**src/rtl/q6_trace_pkg.sv**
```systemverilog
// Shared definitions for the q6 trace decoder: state codes, tracker states,
// the illegal-code check and the legal-successor function of the q6 FSM.
package q6_trace_pkg;

  localparam logic [2:0] ST_A = 3'b000;
  localparam logic [2:0] ST_B = 3'b001;
  localparam logic [2:0] ST_C = 3'b010;
  localparam logic [2:0] ST_D = 3'b011;
  localparam logic [2:0] ST_E = 3'b100;
  localparam logic [2:0] ST_F = 3'b101;

  typedef enum logic [1:0] {
    NOSYNC = 2'd0,
    ACQ    = 2'd1,
    LOCK   = 2'd2
  } trk_state_e;

  // Codes 110 and 111 never appear on a healthy q6 FSM.
  function automatic logic q6_is_illegal(input logic [2:0] y);
    return y[2] & y[1];
  endfunction

  function automatic logic [2:0] q6_next(input logic [2:0] y, input logic w);
    logic [2:0] nxt;
    nxt = ST_A;
    case (y)
      ST_A:    nxt = w ? ST_A : ST_B;
      ST_B:    nxt = w ? ST_D : ST_C;
      ST_C:    nxt = w ? ST_D : ST_E;
      ST_D:    nxt = w ? ST_A : ST_F;
      ST_E:    nxt = w ? ST_D : ST_E;
      ST_F:    nxt = w ? ST_D : ST_C;
      default: nxt = ST_A;
    endcase
    return nxt;
  endfunction

endpackage

```
**src/rtl/q6_trace_decoder_next_state.sv**
```systemverilog
// Combinational successor check: is cur reachable from prev in one step, and
// which w value produced it.
module q6_next_state
  import q6_trace_pkg::*;
(
  input  logic [2:0] prev_i,
  input  logic [2:0] cur_i,
  output logic       legal_succ_o,
  output logic       w_dec_o
);

  logic [2:0] succ0;
  logic [2:0] succ1;

  assign succ0 = q6_next(prev_i, 1'b0);
  assign succ1 = q6_next(prev_i, 1'b1);

  // The two successors always differ, so matching succ1 identifies w=1.
  assign legal_succ_o = (cur_i == succ0) || (cur_i == succ1);
  assign w_dec_o      = (cur_i == succ1);

endmodule

```
**src/rtl/q6_trace_decoder.sv**
```systemverilog
// q6 state-trace decoder: recovers w, z, lock status and error pulses from the
// FSM's state trace. Q6_ERR_COUNT_EN builds the saturating error counter.
module q6_trace_decoder
  import q6_trace_pkg::*;
#(
  parameter int RELOCK_LEN = 2,
  parameter int CNT_W      = 8
) (
  input  logic             clk,
  input  logic             areset,
  input  logic [2:0]       y_in,
  input  logic             y_valid,
  input  logic             err_clr,
  output logic             w_out,
  output logic             w_valid,
  output logic             z_out,
  output logic             locked,
  output logic             err_illegal_code,
  output logic             err_bad_transition,
  output logic [CNT_W-1:0] err_count
);

  localparam logic [3:0] RELOCK_L = 4'(RELOCK_LEN);

  trk_state_e state_q, state_d;
  logic [2:0] prev_q, prev_d;
  logic [3:0] run_q, run_d;
  logic       w_out_q, w_out_d;
  logic       w_valid_q, w_valid_d;
  logic       eic_q, eic_d;
  logic       ebt_q, ebt_d;
  logic       legal_succ;
  logic       w_dec;
  logic [3:0] run_inc;

  q6_next_state u_next (
    .prev_i       (prev_q),
    .cur_i        (y_in),
    .legal_succ_o (legal_succ),
    .w_dec_o      (w_dec)
  );

  assign run_inc = run_q + 4'd1;

  always_comb begin
    state_d   = state_q;
    prev_d    = prev_q;
    run_d     = run_q;
    w_out_d   = w_out_q;
    w_valid_d = 1'b0;
    eic_d     = 1'b0;
    ebt_d     = 1'b0;
    if (y_valid) begin
      if (q6_is_illegal(y_in)) begin
        eic_d   = 1'b1;
        state_d = NOSYNC;
        run_d   = 4'd0;
      end else if (state_q == NOSYNC) begin
        prev_d  = y_in;
        run_d   = 4'd0;
        state_d = ACQ;
      end else if (legal_succ) begin
        w_valid_d = 1'b1;
        w_out_d   = w_dec;
        prev_d    = y_in;
        if (state_q == ACQ) begin
          run_d = run_inc;
          if (run_inc == RELOCK_L) state_d = LOCK;
        end
      end else begin
        // A legal code off the expected path: resynchronise on it.
        ebt_d   = 1'b1;
        prev_d  = y_in;
        run_d   = 4'd0;
        state_d = ACQ;
      end
    end
  end

  always_ff @(posedge clk or posedge areset) begin
    if (areset) begin
      state_q   <= NOSYNC;
      prev_q    <= ST_A;
      run_q     <= 4'd0;
      w_out_q   <= 1'b0;
      w_valid_q <= 1'b0;
      eic_q     <= 1'b0;
      ebt_q     <= 1'b0;
    end else begin
      state_q   <= state_d;
      prev_q    <= prev_d;
      run_q     <= run_d;
      w_out_q   <= w_out_d;
      w_valid_q <= w_valid_d;
      eic_q     <= eic_d;
      ebt_q     <= ebt_d;
    end
  end

  assign w_out              = w_out_q;
  assign w_valid            = w_valid_q;
  assign err_illegal_code   = eic_q;
  assign err_bad_transition = ebt_q;
  assign locked             = (state_q == LOCK);
  assign z_out              = (state_q != NOSYNC) && ((prev_q == ST_E) || (prev_q == ST_F));

`ifdef Q6_ERR_COUNT_EN
  logic [CNT_W-1:0] cnt_q, cnt_d;
  logic             err_evt;

  assign err_evt = eic_d | ebt_d;

  // A clear coinciding with an error leaves exactly that error counted.
  always_comb begin
    cnt_d = cnt_q;
    if (err_clr)                       cnt_d = err_evt ? CNT_W'(1) : '0;
    else if (err_evt && (cnt_q != '1)) cnt_d = cnt_q + CNT_W'(1);
  end

  always_ff @(posedge clk or posedge areset) begin
    if (areset) cnt_q <= '0;
    else        cnt_q <= cnt_d;
  end

  assign err_count = cnt_q;
`else
  logic unused_err_clr;
  assign unused_err_clr = err_clr;
  assign err_count      = '0;
`endif

endmodule

```
**config.mk**
```make
export PLATFORM = sky130hd
export DESIGN_NAME = q6_trace_decoder
export DESIGN_NICKNAME = d
export VERILOG_FILES = /design/src/rtl/q6_trace_pkg.sv /design/src/rtl/q6_trace_decoder_next_state.sv /design/src/rtl/q6_trace_decoder.sv
export SDC_FILE = /design/constraint.sdc
export NUM_CORES = 1
export LEC_CHECK = 0
export ABC_AREA = 1
export CORE_MARGIN = 2
export CORE_UTILIZATION = 47
export CTS_BUF_LIST = sky130_fd_sc_hd__clkbuf_16
export DETAILED_ROUTE_END_ITERATION = 7
export HOLD_SLACK_MARGIN = 0.06
export PLACE_DENSITY = 0.77
export REMOVE_ABC_BUFFERS = 1
export SETUP_SLACK_MARGIN = 0.5
export SLEW_MARGIN = 5
export SYNTH_ARGS = -nofsm -noshare
export SYNTH_HDL_FRONTEND = slang
export SYNTH_SLANG_ARGS = --single-unit
export TNS_END_PERCENT = 30
```
**constraint.sdc**
```tcl
create_clock -name clk -period 1.9 [get_ports clk]
set_input_delay 0.475 -clock clk [delete_from_list [all_inputs] [get_ports clk]]
set_output_delay 0.475 -clock clk [all_outputs]
set_load 0.005 [all_outputs]
```
Word-level counts from Yosys, hierarchy flattened

Cells that the tools add are included.

Memories: 0
Bits in registers: 13
Bits of input ports: 7
Logic and storage cells: 57
Bits in writable memories: 0
ROM bits: 0
Bits in latches: 0

Div/mod/pow operators: 0
Magnitude comparators: 0
Reduce and logical (&&, ||, !) cells: 13
Bitwise gates (word level): 3
Shift-type cells: 0
Add/subtract/negate cells: 1
Muxes and demuxes: 21
Multiply operators: 0
Eq/ne operators: 12

Operators with widths:

| operator                                              | count |
|---|---|
| two-way mux 4 bit                                     | 4 |
| two-way mux 2 bit                                     | 6 |
| one-hot mux 3 bit (4 select lines)                    | 1 |
| two-way mux 1 bit                                     | 10 |
| inequality test 4 x 1 -> 1 bit, second input constant | 2 |
| == test 3 x 2 -> 1 bit, second input constant         | 2 |
| == test 3 bit, second input constant                  | 2 |
| adder 4 x 1 -> 4 bit, second input constant           | 1 |
| == test 4 x 2 -> 1 bit, second input constant         | 1 |
| AND reduction 2 bit                                   | 2 |
| AND reduction 4 bit                                   | 1 |
| OR reduction 2 bit                                    | 2 |
| OR reduction 4 bit                                    | 1 |
| == test 3 x 1 -> 1 bit, second input constant         | 1 |
| == test 3 x 2 -> 1 bit                                | 1 |
| == test 3 bit                                         | 1 |
| zero test 3 bit                                       | 1 |
| AND reduction 3 bit                                   | 1 |
| == test 2 x 1 -> 1 bit, second input constant         | 1 |
| == test 2 bit, second input constant                  | 1 |
| zero test 2 bit                                       | 1 |
| logical OR 1 bit                                      | 2 |
| NOT 1 bit                                             | 2 |
| nonzero test 2 bit                                    | 1 |
| 2 further kinds                                       | 2 |

Depth between registers and ports, before layout

Gate-level depths: netlist (run 1).

Word-level depth: 9
Mapped depth: 11
Gate-level depth less buffers: 11

By module

From an unflattened synthesis (run 1), not the netlist that was laid out.

Cell total of the unflattened synthesis: 113
Area total of the unflattened synthesis: 834.6 um^2

By module, submodules not included:

| module           | area an instance (um^2) | times used | cells each |
|---|---|---|---|
| q6_trace_decoder | 690.7                   | 1          | 83 |
| q6_next_state    | 143.9                   | 1          | 30 |

Least setup slack after synthesis (run 1)

OpenSTA, ideal clock, no wires.

Kind: register to register
From: reg run_q[0]
To: reg state_q[0]
Cell stages (with the launch flop): 10
Setup time: 116 ps
Setup slack: 495 ps
Period minus slack after synthesis: 1405 ps
Buffers on the path: 0
Arrival time: 1289 ps
Cells stage by stage: dfrtp_1 -> ha_1 -> xnor2_1 -> nand2_1 -> nor2_1 -> nor2_1 -> o21ai_0 -> nand2_1 -> nand2_1 -> nand2_1

Cells in the longest elaborated chain, start to end: 4

RTL lines:

| element                                         | RTL line               | RTL |
|---|---|---|
| start, declared                                 | q6_trace_decoder.sv:27 | `logic [3:0] run_q, run_d;` |
| start signal, assigned                          | q6_trace_decoder.sv:92 | `run_q <= run_d;` |
| adder 4 x 1 -> 4 bit                            | q6_trace_decoder.sv:43 | `assign run_inc = run_q + 4'd1;` |
| == test 4 x 2 -> 1 bit                          | q6_trace_decoder.sv:68 | `if (run_inc == RELOCK_L) state_d = LOCK;` |
| inequality test 4 x 1 -> 1 bit (no source line) | -                      |  |
| AND reduction 3 bit (no source line)            | -                      |  |
| end signal, assigned                            | q6_trace_decoder.sv:90 | `state_q <= state_d;` |
| end, declared                                   | q6_trace_decoder.sv:25 | `trk_state_e state_q, state_d;` |

No other way between the ends.
A chain may end at the register's enable or synchronous reset.

Worst setup path in the final report (run 1)

From: reg prev_q[2]
To: reg state_q[1]

Cells in the longest elaborated chain, start to end: 8
Elaborated cells on any way between the ends: 20
Classes of those cells: eq/ne (9); mux (5); reduce/logical (6)

RTL lines:

| element                                                                          | RTL line                          | RTL |
|---|---|---|
| start, declared                                                                  | q6_trace_decoder.sv:26            | `logic [2:0] prev_q, prev_d;` |
| start signal, assigned                                                           | q6_trace_decoder.sv:91            | `prev_q <= prev_d;` |
| == test 3 bit, or another cell as far along                                      | q6_trace_pkg.sv:26                | `case (y)` |
| OR reduction 2 bit (no source line) / OR reduction 4 bit (equally long branches) | -                                 |  |
| one-hot mux 3 bit (4 select lines) / two-way mux 2 bit (equally long branches)   | q6_trace_pkg.sv:26                |  |
| == test 3 bit / == test 3 x 2 -> 1 bit (equally long branches)                   | q6_trace_decoder_next_state.sv:19 | `assign legal_succ_o = (cur_i == succ0) \|\| (cur_i == succ1);` |
| logical OR 1 bit (*)                                                             | q6_trace_decoder_next_state.sv:19 |  |
| two-way mux 2 bit                                                                | q6_trace_decoder.sv:62            | `end else if (legal_succ) begin` |
| two-way mux 2 bit                                                                | q6_trace_decoder.sv:58            | `end else if (state_q == NOSYNC) begin` |
| two-way mux 2 bit                                                                | q6_trace_decoder.sv:54            | `if (q6_is_illegal(y_in)) begin` |

Mark *: on every way between the ends. The rest lies on a longest branch, timed or not.

==> summary.txt, run 1 <==
Status
  – Outcome: complete, no violations

GRT
  – Largest net degree at the start of global routing: 14
  – Tot GR Track Use: roughly a fifth
  – Initial antenna violation count: 0
  – First-pass GRT wire length: approximately 2.8 mm
  – Vias in the first global route: 698
  – GRT Residual Overflow: 0

Power and ir drop
  – Seq pwr share: 30.7%
  – Sw Ratio: between 30% and 40%
  – Leakage: roughly 0.63 nW
  – Clock share of power: 35.1%
  – Switching pwr: ~0.35 mW
  – Pwr dens: roughly 940 nW/µm²
  – Comb power frac: between 30% and 40%
  – Maximum vdd drop: 0.4544 mV
  – Int Power: ~0.79 mW

Die
  – # IOs: 21
  – Starting density of the core: ~49%
  – Area of the core: 1689 µm²
  – Die Height: 46.14 µm
  – Die Footprint: 2129 µm²
  – Die X-Extent: between 40 and 50 µm
  – Row cnt: 15

Clocking
  – CTS tree: done
  – Cts hold-fix bufs: 0
  – Reg clk slew, reported paths: approximately 0.050 ns
  – Root buf cell: clkbuf_16
  – Clock sink count: 13
  – Worst-Skew Late Latency: between 0.2 and 0.25 ns
  – TritonCTS buffer count: 3
  – Htree depth: 1
  – Max clock buf depth: 2

Logic synthesis
  – Yosys warnings: 0
  – Netlist cell types: 21
  – Post-Synth Simple-Gate Area: roughly 30%
  – Flops & latches, synth: 13
  – Post-synthesis compound-gate area fraction: 8.696%
  – XOR/XNOR Fraction of Synth Area: under 10%
  – Post-synthesis mux area share: 0%
  – Sequential-to-total area share from yosys stat: a little under 40%
  – Average size of a mapped cell: approximately 7.5 µm²
  – Post-Synth Adder-Cell Area: approximately 3%
  – Mapped cell area: around 830 µm²
  – Syn Inst Count: ~110
  – Largest family of logic cells by synthesized area: simple AND/OR/NAND/NOR gates

Timing
  – RSZ-0062 raised after global routing: true
  – Rel. slew slack: about two thirds
  – Worst Skew: between 0.001 and 0.0015 ns
  – Final min period: roughly 1.6 ns
  – Final hold violations: 0
  – Fmax: slightly above 0.6 GHz
  – Max-slew violations: 0
  – Setup violators final: 0
  – Final Cycle Share: about 85%
  – Slew @ Worst Pin: between 0.4 and 0.5 ns

Detailed routing
  – Final WL: about 1.8 mm
  – Pre-antenna DRT Iters: 4
  – Remaining DRCs: 0
  – 1st-iter DRT viols: 15
  – Via density: between 4 and 5
  – Antenna-violating nets left: 0
  – Wire per inst: ~11 µm
  – Via count: 792

Final layout
  – Non-filler cells, final: ~160
  – Design area: approximately 1200 µm²
  – Layout cells sized above 1: between 30 and 40%
  – Multi-input gate area: about 470 µm²
  – FF+latch area: between 300 and 400 µm²
  – Fillers: between 100 and 150
  – Antenna cell count: 0
  – Final nets: 152
  – Syn-to-layout area delta: 45.58%

Place
  – IO Port Bufs: 11
  – Area post-placement: 1011 µm²
  – Placed Cells: between 100 and 150
  – RePlAce Congestion: 0.8089
  – HPWL Detailed: approximately 1.3 mm

Setup path
  – Type of origin of the critical path: register
  – CP max FO: 8
  – Crit Path Category: reg2reg
  – Critical Path RT: ~2.0 ns
  – Setup crit end kind: register
  – Critical path arrival: between 1.5 and 2 ns

Flow run
  – Max-cap violations: 0

Worst hold path
  – HP Class: reg2reg
## metal layers
layer	share of wire, %	wire, µm	GRT usage [%]
met2	55	992	34.72
met1	40	722	20.53
met5	0	0	0
met4	2.5	46	10.29
met3	2.5	45	1.176
## area by class of cell
cell class | instances | area share, %
inverter | 15 | 4.840
timing repair buffer | 29 | 20.91
clock inverter | 1 | 0.4119
multi-input combinational | 81 | 39.03
sequential | 13 | 26.88
tap | 17 | 1.751
clock buffer | 3 | 6.179
## critical path, cell delays in order, from the launching register on
cell     delay (ns)
dfrtp_1        0.40
buf_4          0.15
nand2_2        0.10
nand4_1        0.16
nand3_2        0.12
o21ai_4        0.10
buf_6          0.13
buf_4          0.12
o21ai_0        0.14
nand2_1        0.07
## kinds of logic (layout without fill, tap and decap cells)
| family | count (synthesis) | after routing |
|---|---|---|
| AO/OA/AOI/OAI | 13 | 13 |
| flip-flops | 13 | 13 |
| AND/OR/NAND/NOR | 55 | 55 |
| XOR/XNOR | 3 | 3 |
| other | 1 | 8 |
| adder cells (fa/ha/maj) | 2 | 2 |
| buffers and inverters | 24 | 48 |
## repair_timing
item	CTS	global route
pin swaps	6	6
setup buffers	6	0
gates resized for setup	18	12
hold endpoints to repair	0	0
endpoints found under the setup margin	18	17
## placed cells by master, fill, tap and decap left out, types with 4 or more instances in the layout
cell | synthesis | routed
o21ai_0 | 5 | 5
nand2_1 | 26 | 20
nand3_1 | 11 | 6
nand2_2 | 3 | 8
dfrtp_1 | 13 | 12
buf_4 | 8 | 14
nand3_2 | 1 | 5
inv_1 | 13 | 12
conb_1 | 1 | 8
nor2_1 | 8 | 7
clkdlybuf4s50_1 | 0 | 5
dlygate4sd2_1 | 0 | 5
buf_6 | 1 | 4
## metrics by stage
step / worst slack [ns] / utilization, % / setup TNS (ns) / power, mW / hold slack [ns]
after floorplan: 0.4240 / - / 0 / 0.5087 / 0.3520
after global placement: -0.1350 / 59.85 / -0.6752 / 0.6435 / 0.4760
after detailed placement: -0.1852 / 59.85 / -1.039 / 0.6547 / 0.4890
after CTS: 0.3355 / 69.70 / 0 / 1.112 / 0.5212
after global routing: 0.1943 / 71.93 / 0 / 1.199 / 0.5338
final: 0.2889 / 71.93 / 0 / 1.139 / 0.5109
## power by group through the flow
stage / combinational (mW) / sequential, mW / clock, mW
after CTS: 0.363 / 0.347 / 0.402
after global placement: 0.292 / 0.351 / 0
after global routing: 0.429 / 0.355 / 0.415
final: 0.389 / 0.350 / 0.400
after floorplan: 0.160 / 0.348 / 0
after detailed placement: 0.302 / 0.353 / 0
## state kept, by name, summed over array words and instances, names as in the netlist
name,count
w_out,1
err_illegal_code,1
run_q,4
prev_q,3
err_bad_transition,1
state_q,2
w_valid,1
## path summary, 6_finish.rpt
| check | depth (start not counted) | endpoint | slack (ns) | start |
|---|---|---|---|---|
| worst min-delay path | 2 | run_q[3] | 0.51 | run_q[3] |
| min in group asynchronous | 2 | w_valid | 0.56 | areset |
| worst max register to register | 9 | state_q[1] | 0.29 | prev_q[2] |
| max in group asynchronous | 2 | prev_q[1] | 0.98 | areset |
| worst max-delay path | 9 | state_q[1] | 0.29 | prev_q[2] |
| worst min register to register | 2 | run_q[3] | 0.51 | run_q[3] |
## cell usage after synthesis
cell | number | area, µm²
dfrtp_1 | 13 | 325.3
ha_1 | 2 | 25.02
conb_1 | 1 | 3.750
or2_1 | 1 | 6.260
nand4_1 | 3 | 18.77
inv_2 | 2 | 7.510
o21ai_2 | 2 | 17.52
xor2_2 | 1 | 16.27
buf_4 | 8 | 60.06
nor2_1 | 8 | 30.03
nor3_1 | 2 | 10.01
nand2_1 | 26 | 97.59
xnor2_1 | 2 | 17.52
o21ai_0 | 5 | 25.02
inv_1 | 13 | 48.80
o21ai_1 | 4 | 20.02
nand2_2 | 3 | 18.77
nand3_1 | 11 | 55.05
nand3_2 | 1 | 10.01
buf_6 | 1 | 11.26
a21oi_1 | 2 | 10.01
No activity file was read; power rests on OpenSTA's default activity.
==> run 2: changes to the inputs <==
==> constraint.sdc (replaced) <==
create_clock -name clk -period 1.53 [get_ports clk]
set_input_delay 0.3825 -clock clk [delete_from_list [all_inputs] [get_ports clk]]
set_output_delay 0.3825 -clock clk [all_outputs]
set_load 0.005 [all_outputs]
==> run 2 against run 1 <==
  * Sequential share of layout area down 0.14 points
  * Hold slack worse by 0.050 ns
  * Total power up 24%
  * Critical path depth up 2
  * Die area unchanged
  * Wire length up 8.9%
  * First-iteration DRC count up 6.7%
  * Count of clock-buffer cells in the layout unchanged
  * Critical endpoint is now w_out
  * Largest cell class unchanged
  * Highest routed layer unchanged
==> summary.txt, run 2 (synthesis gave the netlist of run 1 again) <==
Clocking
  – Max clock buf depth: 2 (unchanged)
  – Worst-Skew Late Latency: 0.25 ns (about the same)
  – Htree depth: 1 (unchanged)
  – Reg clk slew, reported paths: 0.05 ns (about the same)
  – Clock sink count: 13 (unchanged)
  – Root buf cell: clkbuf_16
  – TritonCTS buffer count: 3 (unchanged)
  – CTS tree: done

Setup path
  – Setup crit end kind: register
  – CP max FO: 6 (-2)
  – Crit Path Category: reg2reg
  – Critical path cell sequence: inv_2, nand2_2, nand2_1, nand2_1, nand2_1, nand2_2, o21ai_4, buf_6, nand2_2, o21ai_2, nand2_1
  – Critical Path Most Common Cell: nand2_1
  – Critical Path RT: 1.66 ns (-0.37 ns)
  – Critical path arrival: 1.66 ns (-0.08 ns)
  – Worst path max stage delay: 0.43 ns (+0.03 ns)
  – CP max stage cell: dfrtp_2
  – Type of origin of the critical path: register

Flow run
  – Max-cap violations: 0 (unchanged)

Final layout
  – Final nets: 156 (+2.6%)
  – Largest registers: run_q: 4 flops, prev_q: 3 flops, state_q: 2 flops
  – Syn-to-layout area delta: 46.33%
  – Fillers: 122 (-12%)
  – Layout cells sized above 1: 40.41% (+8.0 points)
  – Commonest non-fill, non-tap cell in the layout: nand2_1
  – Final core utilization: 72.30% (+0.37 points)
  – Max reg flops: 4 (unchanged)
  – Commonest cells after routing, fill and taps aside: nand2_1 (22), buf_4 (19), dfrtp_1 (12)
  – Register with the most flip-flops: run_q
  – Non-filler cells, final: 163 (+2.5%)
  – Design area: 1221 µm² (+0.51%)
  – Antenna cell count: 0 (unchanged)

Detailed routing
  – Pre-antenna DRT Iters: 4 (unchanged)
  – Antenna-violating nets left: 0 (unchanged)
  – 1st-iter DRT viols: 16 (+1)
  – Top sig layer: met4
  – Remaining DRCs: 0 (unchanged)
  – WL met3: 60 µm (+33%)
  – Final WL: 1.968 mm (+8.9%)
  – Met2 wire length: 1.040 mm (+4.8%)
  – Via count: 808 (+2.0%)
  – Via density: 4.957 (-0.48%)
  – Wire per inst: 12.07 µm (+6.2%)
  – Wire length on met1: 802 µm (+11%)

GRT
  – GRT Residual Overflow: 0 (unchanged)
  – Largest net degree at the start of global routing: 14 (unchanged)
  – First-pass GRT wire length: 2.911 mm (+3.7%)
  – Tot GR Track Use: 19.50% (+0.86 points)
  – Vias in the first global route: 742 (+6.3%)
  – Initial antenna violation count: 0 (unchanged)

Die
  – Area of the core: 1689 µm² (unchanged)
  – Die Footprint: 2129 µm² (unchanged)
  – Row cnt: 15 (unchanged)
  – # IOs: 21 (unchanged)
  – Die Height: 46.14 µm (unchanged)
  – Starting density of the core: 49.41% (unchanged)
  – Die X-Extent: 46.14 µm (unchanged)

Timing
  – Final hold violations: 0 (unchanged)
  – Final min period: 1.530 ns (-0.08137 ns)
  – Max-slew violations: 0 (unchanged)
  – Setup violators final: 0 (unchanged)
  – Total negative slack: 0 ns (unchanged)
  – RSZ-0062 raised after global routing: true
  – Fmax: 0.6537 GHz (+5.3%)
  – Final Cycle Share: 99.98% (+15 points)
  – Worst Skew: 0.002655 ns (+0.001639 ns)

Place
  – HPWL Detailed: 1.328 mm (+5.6%)
  – IO Port Bufs: 11 (unchanged)
  – RePlAce Congestion: 0.8316 (+2.8%)
  – Placed Cells: 154 (+3.4%)
  – Area post-placement: 1049 µm² (+3.7%)

Worst hold path
  – HP Class: in2async

Power and ir drop
  – Maximum vdd drop: 0.6600 mV (+45%)
  – Total power: 1.409 mW (+24%)
  – Leakage: 0.6579 nW (+4.2%)
  – Pwr dens: 1153 nW/µm² (+23%)

Status
  – Outcome: complete, no violations
[run 2: cell count changes in the layout (fill, tap and decap cells not counted), moves of 2 or more]
cell             change
nand2_1              +2
buf_4                +5
o21ai_1              +2
buf_2                +5
inv_2                +2
o21ai_0              -2
nor2_1               -3
dlygate4sd2_1        -2
clkdlybuf4s50_1      -4
nand2_2              -2
nor2_2               +2
[run 2: cell type report]
type                    count  area (µm²)  share of cell area (%)
multi-input cells          81       481.7                   39.45
repair buffers             33       255.2                   20.90
flip-flops and latches     13       326.6                   26.74
clock buffers               3       75.07                   6.148
inverters                  15       56.30                   4.611
well taps                  17       21.27                   1.742
clock inverters             1       5.005                  0.4098
[run 2: critical path: cells and delay by family (launching register included)]
kind / cells / cell delay, ns
buf+inv: 2 / 0.22
simple gates: 7 / 0.42
flops: 1 / 0.43
compound gates: 2 / 0.35
[run 2: power breakdown]
part           internal, mW  switching (mW)  leakage, nW  total (mW)
Sequential            0.393          0.0349        0.169       0.428
Clock                 0.348           0.155       0.0409       0.503
Combinational         0.229           0.248        0.448       0.478
Total                 0.970           0.438        0.658        1.41
[run 2: per-stage QoR]
| step | hold slack (ns) | setup WS (ns) |
|---|---|---|
| floorplan | 0.2595 | 0.05401 |
| global placement | 0.4727 | -0.3271 |
| detailed placement | 0.4953 | -0.3592 |
| CTS | 0.4788 | 0.03488 |
| global route | 0.5312 | -0.1168 |
| finish | 0.4609 | 0.0002962 |
[run 2: timing repair]
action                     in CTS  in global routing
setup endpoints to repair      19                 19
pin swaps                       5                  6
hold buffers                    0                  0
setup buffers                   3                  2
resized for setup              18                 31
[run 2: routing by layer]
metal  vias up  global-route usage, %
met5         -                      0
met3         6                  1.569
met1       373                  21.38
met2        19                  33.89
met4         0                  15.43
li1        410                      -
[run 2: final timing paths]
check | start | endpoint | slack, ns | cells after the start
max in group asynchronous | areset | prev_q[0] | 0.71 | 2
min in group clk | run_q[3] | run_q[3] | 0.52 | 2
worst max register to register | prev_q[0] | w_out | 0.0003 | 11
worst min-delay path | areset | run_q[0] | 0.46 | 2
worst max-delay path | prev_q[0] | w_out | 0.0003 | 11
worst min register to register | run_q[3] | run_q[3] | 0.52 | 2
==> run 3: changes to the inputs <==
--- a/config.mk
+++ b/config.mk
@@ -12,6 +12,7 @@
 export DETAILED_ROUTE_END_ITERATION = 7
 export HOLD_SLACK_MARGIN = 0.06
 export PLACE_DENSITY = 0.77
+export RECOVER_POWER = 25
 export REMOVE_ABC_BUFFERS = 1
 export SETUP_SLACK_MARGIN = 0.5
 export SLEW_MARGIN = 5
==> run 3 against run 2 <==
  * Critical path depth is the same
  * Utilization is the same
  * Wire length did not move
  * Hold slack gained 0.061 ns
  * Sequential cell count is the same
  * Combinational power about the same
  * Die area is the same
  * First-iteration DRC count stayed put
  * Cell area stayed put
  * Sequential power hardly changed
  * Worst setup slack is the same
==> summary.txt, run 3 (synthesis gave the netlist of run 1 again) <==
Detailed routing
  – Via count: 808 (unchanged)
  – Via density: 4.957 (unchanged)
  – Antenna-violating nets left: 0 (unchanged)
  – Wire per inst: 12.07 µm (unchanged)
  – Final WL: 1.968 mm (unchanged)
  – Remaining DRCs: 0 (unchanged)
  – 1st-iter DRT viols: 16 (unchanged)
  – Pre-antenna DRT Iters: 4 (unchanged)

Timing
  – Fmax: 0.6537 GHz (unchanged)
  – Final hold violations: 0 (unchanged)
  – Worst Skew: 0.002655 ns (unchanged)
  – Worst Slack Setup Final: 0.0002962 ns (unchanged)
  – Final Cycle Share: 99.98% (unchanged)
  – Max-slew violations: 0 (unchanged)
  – Final min period: 1.530 ns (unchanged)
  – Setup violators final: 0 (unchanged)
  – RSZ-0062 raised after global routing: true
  – Total negative slack: 0 ns (unchanged)

Setup path
  – CP max stage cell: dfrtp_2
  – Setup crit end kind: register
  – Critical path arrival: 1.66 ns (about the same)
  – Worst path max stage delay: 0.43 ns (about the same)
  – Critical Path RT: 1.66 ns (about the same)
  – CP max FO: 6 (unchanged)
  – Critical path cell sequence: inv_2, nand2_2, nand2_1, nand2_1, nand2_1, nand2_2, o21ai_4, buf_6, nand2_2, o21ai_2, nand2_1
  – Crit Path Category: reg2reg
  – Type of origin of the critical path: register
  – Critical Path Most Common Cell: nand2_1

Clocking
  – Worst-Skew Late Latency: 0.25 ns (about the same)
  – Cts hold-fix bufs: 0 (unchanged)
  – Max clock buf depth: 2 (unchanged)
  – Htree depth: 1 (unchanged)
  – Root buf cell: clkbuf_16
  – CTS tree: done
  – TritonCTS buffer count: 3 (unchanged)
  – Clock sink count: 13 (unchanged)
  – Reg clk slew, reported paths: 0.05 ns (about the same)

GRT
  – Largest net degree at the start of global routing: 14 (unchanged)
  – GRT Residual Overflow: 0 (unchanged)
  – Vias in the first global route: 742 (unchanged)
  – Initial antenna violation count: 0 (unchanged)
  – Tot GR Track Use: 19.50% (unchanged)
  – First-pass GRT wire length: 2.911 mm (unchanged)

Die
  – Starting density of the core: 49.41% (unchanged)
  – # IOs: 21 (unchanged)
  – Die Height: 46.14 µm (unchanged)
  – Area of the core: 1689 µm² (unchanged)
  – Die X-Extent: 46.14 µm (unchanged)
  – Row cnt: 15 (unchanged)
  – Die Footprint: 2129 µm² (unchanged)

Final layout
  – Commonest cells after routing, fill and taps aside: nand2_1 (22), buf_4 (19), dfrtp_1 (12)
  – Layout cells sized above 1: 40.41% (unchanged)
  – Syn-to-layout area delta: 46.33% (unchanged)
  – Final nets: 156 (unchanged)
  – Antenna cell count: 0 (unchanged)
  – Non-filler cells, final: 163 (unchanged)
  – Max reg flops: 4 (unchanged)
  – Largest registers: run_q: 4 flops, prev_q: 3 flops, state_q: 2 flops
  – Commonest non-fill, non-tap cell in the layout: nand2_1
  – Register with the most flip-flops: run_q
  – Design area: 1221 µm² (unchanged)

Place
  – Placed Cells: 154 (unchanged)
  – HPWL Detailed: 1.328 mm (unchanged)
  – Pre-CTS setup slack: -0.3592 ns (unchanged)
  – Area post-placement: 1049 µm² (unchanged)
  – IO Port Bufs: 11 (unchanged)
  – RePlAce Congestion: 0.8316 (unchanged)

Power and ir drop
  – Leakage: 0.6582 nW (about the same)
  – Pwr dens: 1153 nW/µm² (about the same)
  – Maximum vdd drop: 0.6599 mV (about the same)

Status
  – Outcome: complete, no violations

Flow run
  – Max-cap violations: 0 (unchanged)

Worst hold path
  – HP Class: reg2reg
run 3: cell count changes in the layout (fill, tap and decap cells not counted), sizes merged:
cell / before / now
clkdlybuf4s50: 1 / 0
dlygate4sd3: 0 / 1
run 3: worst max-delay path, delay by kind of cell, from the launching register on:
kind	cells	cell delay, ns
flops	1	0.43
buf+inv	2	0.22
simple gates	7	0.42
compound gates	2	0.35
run 3: repair_timing:
action                     in CTS  in global routing
buffers inserted                3                  2
pin swaps                       5                  6
gates resized for setup        18                 31
setup endpoints to repair      19                 19
run 3: final cells by class:
class,count,area [µm²]
flip-flops and latches,13,326.6
multi-input cells,81,481.7
well taps,17,21.27
clock buffers,3,75.07
fillers,122,467.9
clock inverters,1,5.005
repair buffers,33,255.2
inverters,15,56.30
run 3: final timing paths:
path,to,slack [ns],cells after the start,from
setup / recovery,w_out,0.0003,11,prev_q[0]
hold / removal,run_q[3],0.52,2,run_q[3]
setup reg to reg,w_out,0.0003,11,prev_q[0]
hold reg to reg,run_q[3],0.52,2,run_q[3]
max in group asynchronous,prev_q[0],0.57,2,areset
min in group asynchronous,run_q[0],0.60,2,areset
run 3: through the flow:
stage	power, mW	hold WS (ns)	utilization, %
2_1_floorplan	0.6317	0.2595	-
3_3_place_gp	0.8092	0.4727	62.07
3_5_place_dp	0.8244	0.4953	62.07
4_1_cts	1.382	0.4788	70.07
5_1_grt	1.487	0.5568	72.30
6_report	1.408	0.5217	72.30
run 3: metal layers:
metal | GRT usage [%] | vias to the layer above | share of wire (%)
met4 | 15.43 | 0 | 3.3
met2 | 33.89 | 19 | 53
met3 | 1.569 | 6 | 3.0
li1 | - | 410 | -
met5 | 0 | - | 0
met1 | 21.38 | 373 | 41
run 3: power by group:
part           internal [mW]  switching (mW)  total [mW]
sequential             0.393          0.0348       0.427
clock                  0.348           0.155       0.503
combinational          0.229           0.248       0.477
